==> config.mk <==
export PLATFORM = sky130hd
export DESIGN_NAME = ras_ctrl
export DESIGN_NICKNAME = d
export VERILOG_FILES = /design/src/rtl/ras_pkg.sv /design/src/rtl/ras_call_decode.sv /design/src/rtl/ras_ctrl.sv
export SDC_FILE = /design/constraint.sdc
export NUM_CORES = 1
export LEC_CHECK = 0
export CAP_MARGIN = 20
export CORE_ASPECT_RATIO = 2
export CORE_UTILIZATION = 27
export CTS_BUF_LIST = sky130_fd_sc_hd__clkbuf_8
export DETAILED_ROUTE_END_ITERATION = 12
export GPL_ROUTABILITY_DRIVEN = 0
export GPL_TIMING_DRIVEN = 0
export MAX_ROUTING_LAYER = met4
export PLACE_DENSITY = 0.79
export SYNTH_ARGS = -nofsm -noshare
export SYNTH_HDL_FRONTEND = slang
export SYNTH_HIERARCHICAL = 1
export SYNTH_SLANG_ARGS = --single-unit
==> constraint.sdc <==
create_clock -name clk -period 2.49 [get_ports clk]
set_input_delay 0.249 -clock clk [delete_from_list [all_inputs] [get_ports clk]]
set_output_delay 0.249 -clock clk [all_outputs]
set_load 0.05 [all_outputs]
==> src/rtl/ras_pkg.sv <==
// rtl/ras_pkg.sv - shared constants and types for the RAS front-end controller
//
// Purpose: opcode and link-register constants, controller state encoding and the
//          RAS command bundle shared by ras_call_decode and ras_ctrl.
// Ports:   none (package).
// Config:  RAS_CTRL_RVC_EN adds the compressed-instruction field constants.
package ras_pkg;

  localparam logic [6:0] OPC_JAL    = 7'b1101111;
  localparam logic [6:0] OPC_JALR   = 7'b1100111;
  localparam logic [6:0] OPC_BRANCH = 7'b1100011;

  localparam logic [4:0] LINK_X1 = 5'd1;
  localparam logic [4:0] LINK_X5 = 5'd5;

`ifdef RAS_CTRL_RVC_EN
  localparam logic [1:0] RVC_Q1     = 2'b01;
  localparam logic [1:0] RVC_Q2     = 2'b10;
  localparam logic [2:0] C1_JAL     = 3'b001;
  localparam logic [2:0] C1_BEQZ    = 3'b110;
  localparam logic [2:0] C1_BNEZ    = 3'b111;
  localparam logic [2:0] C2_JR_JALR = 3'b100;
`endif

  typedef enum logic [1:0] {
    RUN       = 2'd0,
    PRED_WAIT = 2'd1,
    RECOVER   = 2'd2
  } ras_ctrl_state_t;

  typedef struct packed {
    logic push;
    logic pop;
    logic branch;
  } ras_cmd_t;

  function automatic logic is_link(input logic [4:0] r);
    return (r == LINK_X1) || (r == LINK_X5);
  endfunction

endpackage

==> src/rtl/ras_call_decode.sv <==
// rtl/ras_call_decode.sv - combinational call/return/branch decoder for the RAS
//
// Purpose: classify a fetched instruction into RAS push/pop/branch hints.
// Ports:
//   instr          in   32  fetched instruction word
//   cmd            out  3   {push, pop, branch} hint (not yet qualified by handshake)
//   is_compressed  out  1   instruction is a 16-bit form (return address is pc+2)
// Config: RAS_CTRL_RVC_EN enables 16-bit decode; otherwise non-32-bit encodings
//         decode to no RAS activity.
module ras_call_decode
  import ras_pkg::*;
(
  input  logic [31:0] instr,
  output ras_cmd_t    cmd,
  output logic        is_compressed
);

  logic [6:0] opcode;
  logic [4:0] rd;
  logic [4:0] rs1;
  logic       rd_link;
  logic       rs1_link;
  logic       unused_bits;

  assign opcode   = instr[6:0];
  assign rd       = instr[11:7];
  assign rs1      = instr[19:15];
  assign rd_link  = is_link(rd);
  assign rs1_link = is_link(rs1);

  // Immediate and funct fields never influence the RAS decision.
  assign unused_bits = ^{instr[31:20], instr[14:12]};

  always_comb begin
    cmd           = '0;
    is_compressed = 1'b0;
    if (instr[1:0] == 2'b11) begin
      case (opcode)
        OPC_JAL: cmd.push = rd_link;
        OPC_JALR: begin
          // Writing a link register is a call; reading one is a return.
          // Same link register on both sides is a plain call (coroutine
          // swap only applies when the registers differ).
          cmd.push = rd_link;
          cmd.pop  = rs1_link && !(rd_link && (rd == rs1));
        end
        OPC_BRANCH: cmd.branch = 1'b1;
        default: ;
      endcase
    end
`ifdef RAS_CTRL_RVC_EN
    else begin
      is_compressed = 1'b1;
      if (instr[1:0] == RVC_Q1) begin
        // c.jal always links through x1.
        if (instr[15:13] == C1_JAL) cmd.push = 1'b1;
        if ((instr[15:13] == C1_BEQZ) || (instr[15:13] == C1_BNEZ)) cmd.branch = 1'b1;
      end else if ((instr[1:0] == RVC_Q2) && (instr[15:13] == C2_JR_JALR) &&
                   (instr[6:2] == 5'd0) && (rd != 5'd0)) begin
        if (instr[12]) begin
          // c.jalr writes x1; a return through x5 is a coroutine swap.
          cmd.push = 1'b1;
          cmd.pop  = (rd == LINK_X5);
        end else begin
          cmd.pop = rd_link;
        end
      end
    end
`endif
  end

endmodule

==> src/rtl/ras_ctrl.sv <==
// rtl/ras_ctrl.sv - return address stack front-end controller
//
// Purpose: turns accepted fetches into RAS push/pop/branch commands, returns the
//          predicted return target one cycle after a pop, limits speculation
//          depth and converts branch resolution into checkpoint close commands.
// Ports:
//   clk, reset_n                      clock, asynchronous active-low reset
//   fetch_valid/fetch_ready           instruction handshake (transfer = valid && ready)
//   fetch_pc, fetch_instr             presented instruction
//   pred_valid, pred_target           return prediction (one bubble after a pop)
//   resolve_valid, resolve_mispred    oldest outstanding branch resolved / mispredicted
//   ras_push, ras_pop, ras_branch     RAS commands
//   ras_close_valid, ras_close_invalid RAS checkpoint close commands
//   ras_din                           return address pushed
//   ras_dout, ras_empty               RAS top-of-stack data and empty flag
// Config: RAS_CTRL_RVC_EN enables compressed-instruction decode.
module ras_ctrl
  import ras_pkg::*;
#(
  parameter int WIDTH         = 32,
  parameter int MAX_BRANCHES  = 16,
  parameter int ADDR_BRANCHES = 4
) (
  input  logic             clk,
  input  logic             reset_n,
  input  logic             fetch_valid,
  output logic             fetch_ready,
  input  logic [WIDTH-1:0] fetch_pc,
  input  logic [31:0]      fetch_instr,
  output logic             pred_valid,
  output logic [WIDTH-1:0] pred_target,
  input  logic             resolve_valid,
  input  logic             resolve_mispred,
  output logic             ras_push,
  output logic             ras_pop,
  output logic             ras_branch,
  output logic             ras_close_valid,
  output logic             ras_close_invalid,
  output logic [WIDTH-1:0] ras_din,
  input  logic [WIDTH-1:0] ras_dout,
  input  logic             ras_empty
);

  localparam logic [ADDR_BRANCHES:0] MAX_CNT = (ADDR_BRANCHES+1)'(MAX_BRANCHES);
  localparam logic [ADDR_BRANCHES:0] CNT_ONE = (ADDR_BRANCHES+1)'(1);
  localparam logic [WIDTH-1:0]       STEP_32 = WIDTH'(4);
  localparam logic [WIDTH-1:0]       STEP_16 = WIDTH'(2);

  ras_ctrl_state_t        state_q, state_d;
  logic [ADDR_BRANCHES:0] outstanding_q, outstanding_d;
  logic                   boot_q;

  ras_cmd_t cmd;
  logic     is_compressed;
  logic     have_outstanding;
  logic     resolve_ok;
  logic     mispredict;
  logic     accept;

  ras_call_decode u_decode (
    .instr         (fetch_instr),
    .cmd           (cmd),
    .is_compressed (is_compressed)
  );

  // boot_q holds fetch off for the first cycle after reset release.
  always_ff @(posedge clk or negedge reset_n) begin
    if (!reset_n) begin
      state_q       <= RUN;
      outstanding_q <= '0;
      boot_q        <= 1'b0;
    end else begin
      state_q       <= state_d;
      outstanding_q <= outstanding_d;
      boot_q        <= 1'b1;
    end
  end

  always_comb begin
    state_d           = state_q;
    outstanding_d     = outstanding_q;
    fetch_ready       = 1'b0;
    accept            = 1'b0;
    ras_push          = 1'b0;
    ras_pop           = 1'b0;
    ras_branch        = 1'b0;
    ras_din           = '0;
    pred_valid        = 1'b0;
    pred_target       = '0;
    ras_close_valid   = 1'b0;
    ras_close_invalid = 1'b0;

    // A resolution with nothing outstanding is stale and is dropped.
    have_outstanding = (outstanding_q != '0);
    resolve_ok       = resolve_valid && have_outstanding;
    mispredict       = resolve_ok && resolve_mispred;

    // Mispredict wins over a same-cycle fetch; only branches are throttled
    // when every checkpoint slot is in use.
    fetch_ready = boot_q && (state_q == RUN) && !mispredict &&
                  !(cmd.branch && (outstanding_q == MAX_CNT));
    accept      = fetch_valid && fetch_ready;

    ras_push   = accept && cmd.push;
    ras_pop    = accept && cmd.pop && !ras_empty;
    ras_branch = accept && cmd.branch;
    if (ras_push) ras_din = fetch_pc + (is_compressed ? STEP_16 : STEP_32);

    pred_valid  = (state_q == PRED_WAIT) && !mispredict;
    pred_target = pred_valid ? ras_dout : '0;

    ras_close_valid   = resolve_ok && !resolve_mispred;
    ras_close_invalid = mispredict;

    case (state_q)
      RUN:       if (ras_pop) state_d = PRED_WAIT;
      PRED_WAIT: state_d = RUN;
      RECOVER:   state_d = RUN;
      default:   state_d = RUN;
    endcase

    case ({ras_branch, resolve_ok})
      2'b10:   outstanding_d = outstanding_q + CNT_ONE;
      2'b01:   outstanding_d = outstanding_q - CNT_ONE;
      default: outstanding_d = outstanding_q;
    endcase

    // Recovery flushes all speculation, including a pending prediction.
    if (mispredict) begin
      state_d       = RECOVER;
      outstanding_d = '0;
    end
  end

  // The branch unit must never resolve more branches than were issued.
  assert property (@(posedge clk) disable iff (!reset_n) resolve_valid |-> have_outstanding);

endmodule

# Word level (Yosys, flattened, before mapping)
# Index checks and enable logic that the tools add are counted.
# totals
regBits,8
input_bits,102
output_inout_bits,71
# classes
addsub,3
eq_ne,14
muxes,11
n_reduce_logical,26
# op_table
operator,n
two-way mux 32 bit,2
adder 32 x 3 -> 32 bit (second input constant),1
equality test 7 bit (second input constant),3
logical AND 1 bit,15
equality test 5 x 1 -> 1 bit (second input constant),2
equality test 5 x 3 -> 1 bit (second input constant),2
one-hot mux 5 bit (2 select lines),1
two-way mux 2 bit,3
adder 5 x 1 -> 5 bit (second input constant),1
equality test 5 bit,1
equality test 5 bit (second input constant),1
zero test 1 bit,5
two-way mux 5 bit,1
nonzero test 5 bit,1
subtractor 5 x 1 -> 5 bit (second input constant),1
equality test 2 x 1 -> 1 bit (second input constant),2
equality test 2 bit (second input constant),2
two-way mux 1 bit,3
two-way mux 3 bit,1
inequality test 3 bit (second input constant),1
nonzero test 3 bit,1
zero test 2 bit,1
logical OR 1 bit,2
OR reduction 2 bit,1

# Depth between registers and ports, before layout
# logic_depth
depth_word,16
mapped_depth,14
mapped_depth_nobuf,14

# By module
# The synthesis kept the hierarchy.
# by_module_without_submodules
module,n_inst,cells_per_inst,area_each_um2,seq_area_each_um2
ras_ctrl,1,223,1606.5,200.2
ras_call_decode,1,12,91.3,0.0

# Worst setup path after synthesis
# No wires, ideal clock.
# synth_path
path_type,register to register
startpoint,reg outstanding_q[0]
endpoint,reg outstanding_q[3]
t_arrival_ps,2935
slack_ps,-569
stages_incl_launch_ff,12
period_less_slack_ps,3059
path_cell_list,dfrtp_1 > nor4_4 > a21oi_2 > and2b_2 > nand2b_1 > inv_1 > ha_1 > a21o_1 > a21oi_1 > xor2_1 > nor2_1 > mux2_2
# synth_between
elab_chain_cells,11
# synth_lines
item,line_no,rtl
start: declaration,ras_ctrl.sv:50,"logic [ADDR_BRANCHES:0] outstanding_q, outstanding_d;"
start signal: assignment,ras_ctrl.sv:74,outstanding_q <= outstanding_d;
nonzero test 5 bit (*),ras_ctrl.sv:94,have_outstanding = (outstanding_q != '0);
logical AND 1 bit (*),ras_ctrl.sv:95,resolve_ok = resolve_valid && have_outstanding;
logical AND 1 bit (*),ras_ctrl.sv:96,mispredict = resolve_ok && resolve_mispred;
named net ras_close_invalid,ras_ctrl.sv:38,"output logic ras_close_invalid,"
zero test 1 bit (*),ras_ctrl.sv:100,fetch_ready = boot_q && (state_q == RUN) && !mispredict &&
logical AND 1 bit (*) (2 in series),ras_ctrl.sv:100,
logical AND 1 bit (*),ras_ctrl.sv:102,accept = fetch_valid && fetch_ready;
logical AND 1 bit (*),ras_ctrl.sv:106,ras_branch = accept && cmd.branch;
named net ras_branch,ras_ctrl.sv:36,"output logic ras_branch,"
equality test 2 x 1 -> 1 bit or equality test 2 bit (tied branches),ras_ctrl.sv:122,"case ({ras_branch, resolve_ok})"
one-hot mux 5 bit (2 select lines),ras_ctrl.sv:122,
two-way mux 5 bit,ras_ctrl.sv:129,if (mispredict) begin
# The timed path passes the listed nets; every way through them passes the cells marked *.
# A chain may end at the register's enable or synchronous reset.

==> flow_metrics.env <==
export IMPL_status="finished with violations"
export IMPL_violations="negative setup slack"
export IMPL_hold_class="in -> async"
export IMPL_syn_nets=344
export IMPL_vdd_drop_max_mv=0.469
export IMPL_critical_path_max_fanout=3
export IMPL_clock_skew_ps=0.789
export IMPL_crit_type="in -> reg"
export IMPL_place_ws_ps=-1030
export IMPL_via_count=2335
export IMPL_htreeDepth=1
export IMPL_cts_tree="built"
export IMPL_setup_ws_ps=-153
export IMPL_path_buf_inv=2
export IMPL_coreArea_sq_um=6060
export IMPL_die_height_microns=114
export IMPL_final_cell_area_sq_um=3880
export IMPL_path_delay_family="simple AND/OR/NAND/NOR gates"
export IMPL_antenna_found_initial=0
export IMPL_diodes=0
export IMPL_leakagePower_uw=0.00177
export IMPL_cpPeakStageDelay_ps=530
export IMPL_final_cell_mix="67 x clkdlybuf4s50_1, 33 x and2_1, 27 x buf_4"
export IMPL_ys_seq_area_frac=0.118
export IMPL_drt_iter0_drc=97
export IMPL_cts_root_buffer="clkbuf_8"
export IMPL_post_route_util=0.642
export IMPL_syn_inst=235
export IMPL_syn_area_sq_um=1700
export IMPL_postRouteAntennaNets=0
export IMPL_area_growth_pct=129
export IMPL_grt_start_max_net_pins=11
export IMPL_place_area_sq_um=3520
export IMPL_avgSynthCellArea_sq_um=7.23
export IMPL_crit_path_start_kind="primary input"
export IMPL_period_needed_ps=2640
export IMPL_async_reset_ff_frac=1.00
export IMPL_drv_cap=0
export IMPL_grt_overflow=0
export IMPL_port_buffers=157
export IMPL_setup_viol=3
export IMPL_cp_end_kind="flop"
export IMPL_holdBufCountCts=0
export IMPL_drv_slew=0
export IMPL_clock_latency_ps=220
export IMPL_ys_ff_latch=8
export IMPL_period_share=1.06
export IMPL_finalPower_uw=1230
export IMPL_die_area_sq_um=6630
export IMPL_setup_tns_ps=-306
export IMPL_cts_clk_slew_worst_paths_ps=40
export IMPL_grt_usage=0.203
export IMPL_nFillCells=515
export IMPL_final_hold_viol_count=0
export IMPL_numCtsBuffers=3
export IMPL_ys_warn_count=6
export IMPL_cp_slowest_cell="or4b_4"
export IMPL_clk_path_buf_depth=2
export IMPL_p_per_area_nw_per_um2=317
export IMPL_synth_edf_count=0
export IMPL_worstMarginPinSlew_ps=589
export IMPL_dr_pass1_iters=4
export IMPL_grt_pass1_vias=2261
export IMPL_seq_area_sq_um=203
export IMPL_max_slew_margin=0.607
export IMPL_wl_microns=7470
export IMPL_worstPathRequired_ps=2610
export IMPL_via_per_inst=4.63
export IMPL_nets=531
export IMPL_path_cells="clkdlybuf4s15_1 -> or4b_4 -> nor2_4 -> nand2_2 -> a211oi_2 -> and2b_4 -> nand2b_4 -> inv_4 -> ha_4 -> nor2b_4 -> o21ai_4 -> a21oi_1 -> nor3_1 -> o22ai_1"
export IMPL_route_detailed_drc=0
export IMPL_ios=173
export IMPL_synth_distinct_cells=46
export IMPL_wl_per_cell_microns=14.8
export IMPL_final_common_cell="clkdlybuf4s50_1"
export IMPL_rsz0062_at_grt="true"
export IMPL_max_freq_mhz=378
export IMPL_grt_pass1_wl_microns=10400
export IMPL_layout_drive_gt1_share=0.417
export IMPL_ys_flop_type="dfrtp_1"
export IMPL_dpl_hpwl_microns=5720
export IMPL_clock_sinks=8
export IMPL_initial_core_util=0.280
export IMPL_multi_input_area_sq_um=1750
export IMPL_rows=40
export IMPL_cp_data_arrival_time_ps=2760
export IMPL_fp_dieW_microns=58.1
==> cells in the mapped netlist (3+ instances only) <==
cell / n / share of area
nor2b_1: 3 / 0.011
a21oi_1: 6 / 0.018
nand3_1: 11 / 0.032
nand4_1: 11 / 0.041
ha_1: 5 / 0.037
buf_2: 3 / 0.0088
xor2_1: 22 / 0.11
dfrtp_1: 8 / 0.12
nor3_1: 7 / 0.021
nor4b_1: 3 / 0.015
xnor2_1: 6 / 0.031
and2_1: 35 / 0.13
nor2_1: 42 / 0.093
inv_1: 13 / 0.029
a21o_1: 3 / 0.013
nand2_1: 13 / 0.029
mux2_2: 5 / 0.033
==> final timing paths <==
check                                                   from                      endpoint  slack [ps]  cells after the start
worst max-delay path                          fetch_instr[3]  outstanding_q[4]$_DFFE_PN0P_        -150                     14
worst min-delay path                                 reset_n  outstanding_q[1]$_DFFE_PN0P_         300                      1
worst max register to register  outstanding_q[1]$_DFFE_PN0P_  outstanding_q[4]$_DFFE_PN0P_         -80                     11
worst min register to register  outstanding_q[2]$_DFFE_PN0P_  outstanding_q[2]$_DFFE_PN0P_         570                      1
max in group asynchronous                            reset_n  outstanding_q[0]$_DFFE_PN0P_        1920                      1
min in group clk                outstanding_q[2]$_DFFE_PN0P_  outstanding_q[2]$_DFFE_PN0P_         570                      1
==> per-stage QoR <==
| step | hold WS (ps) | std cells |
|---|---|---|
| 2_1_floorplan | -46.6 | 235 |
| 3_3_place_gp | 534 | 476 |
| 3_5_place_dp | 542 | 476 |
| 4_1_cts | 305 | 494 |
| 5_1_grt | 329 | 504 |
| 6_report | 298 | 504 |
==> sequential cells by signal, indices dropped and copies added (netlist names) <==
name,cells
state_q,2
outstanding_q,5
boot_q,1
==> per-layer routing <==
layer | track usage | wire length [microns] | part of all wire | up-vias
li1 | - | - | - | 1167
met1 | 0.207 | 2680 | 0.36 | 1056
met2 | 0.390 | 4250 | 0.57 | 102
met3 | 0.0215 | 393 | 0.053 | 10
met4 | 0.0635 | 141 | 0.019 | 0
met5 | - | 0 | 0 | -
==> where the power goes <==
group          leakage [uW]  internal [uW]  switching [uW]  total, uW
registers         0.0000978            178            68.1        246
logic               0.00165            458             378        835
clock network     0.0000216            104            45.4        150
==> cell families (layout without fill, tap and decap cells) <==
| family | count (synthesis) | in the layout | share of synthesized area |
|---|---|---|---|
| DFF | 8 | 8 | 0.118 |
| AOI/OAI and AO/OA | 19 | 19 | 0.0796 |
| other | 2 | 2 | 0.00442 |
| buffers and inverters | 21 | 206 | 0.0612 |
| muxes | 6 | 6 | 0.0391 |
| xor gates and xnor gates | 28 | 28 | 0.144 |
| adders and majority gates | 7 | 7 | 0.0604 |
| and+or+nand+nor | 144 | 144 | 0.493 |
==> layout make-up <==
class,instances,share of cell area
Buffer,8,0.0196
Clock buffer,3,0.0106
Inverter,13,0.0132
Multi-Input combinational cell,206,0.451
Sequential cell,8,0.0522
Tap cell,84,0.0271
Timing Repair Buffer,182,0.426
==> what timing repair did <==
| action | in CTS | in global routing |
|---|---|---|
| pin swaps | 15 | 24 |
| setup buffers | 14 | 8 |
| resized for setup | 386 | 98 |
| setup endpoints to repair | 74 | 72 |
| gates cloned | 1 | 2 |
Power figures use the tool's default switching activity.
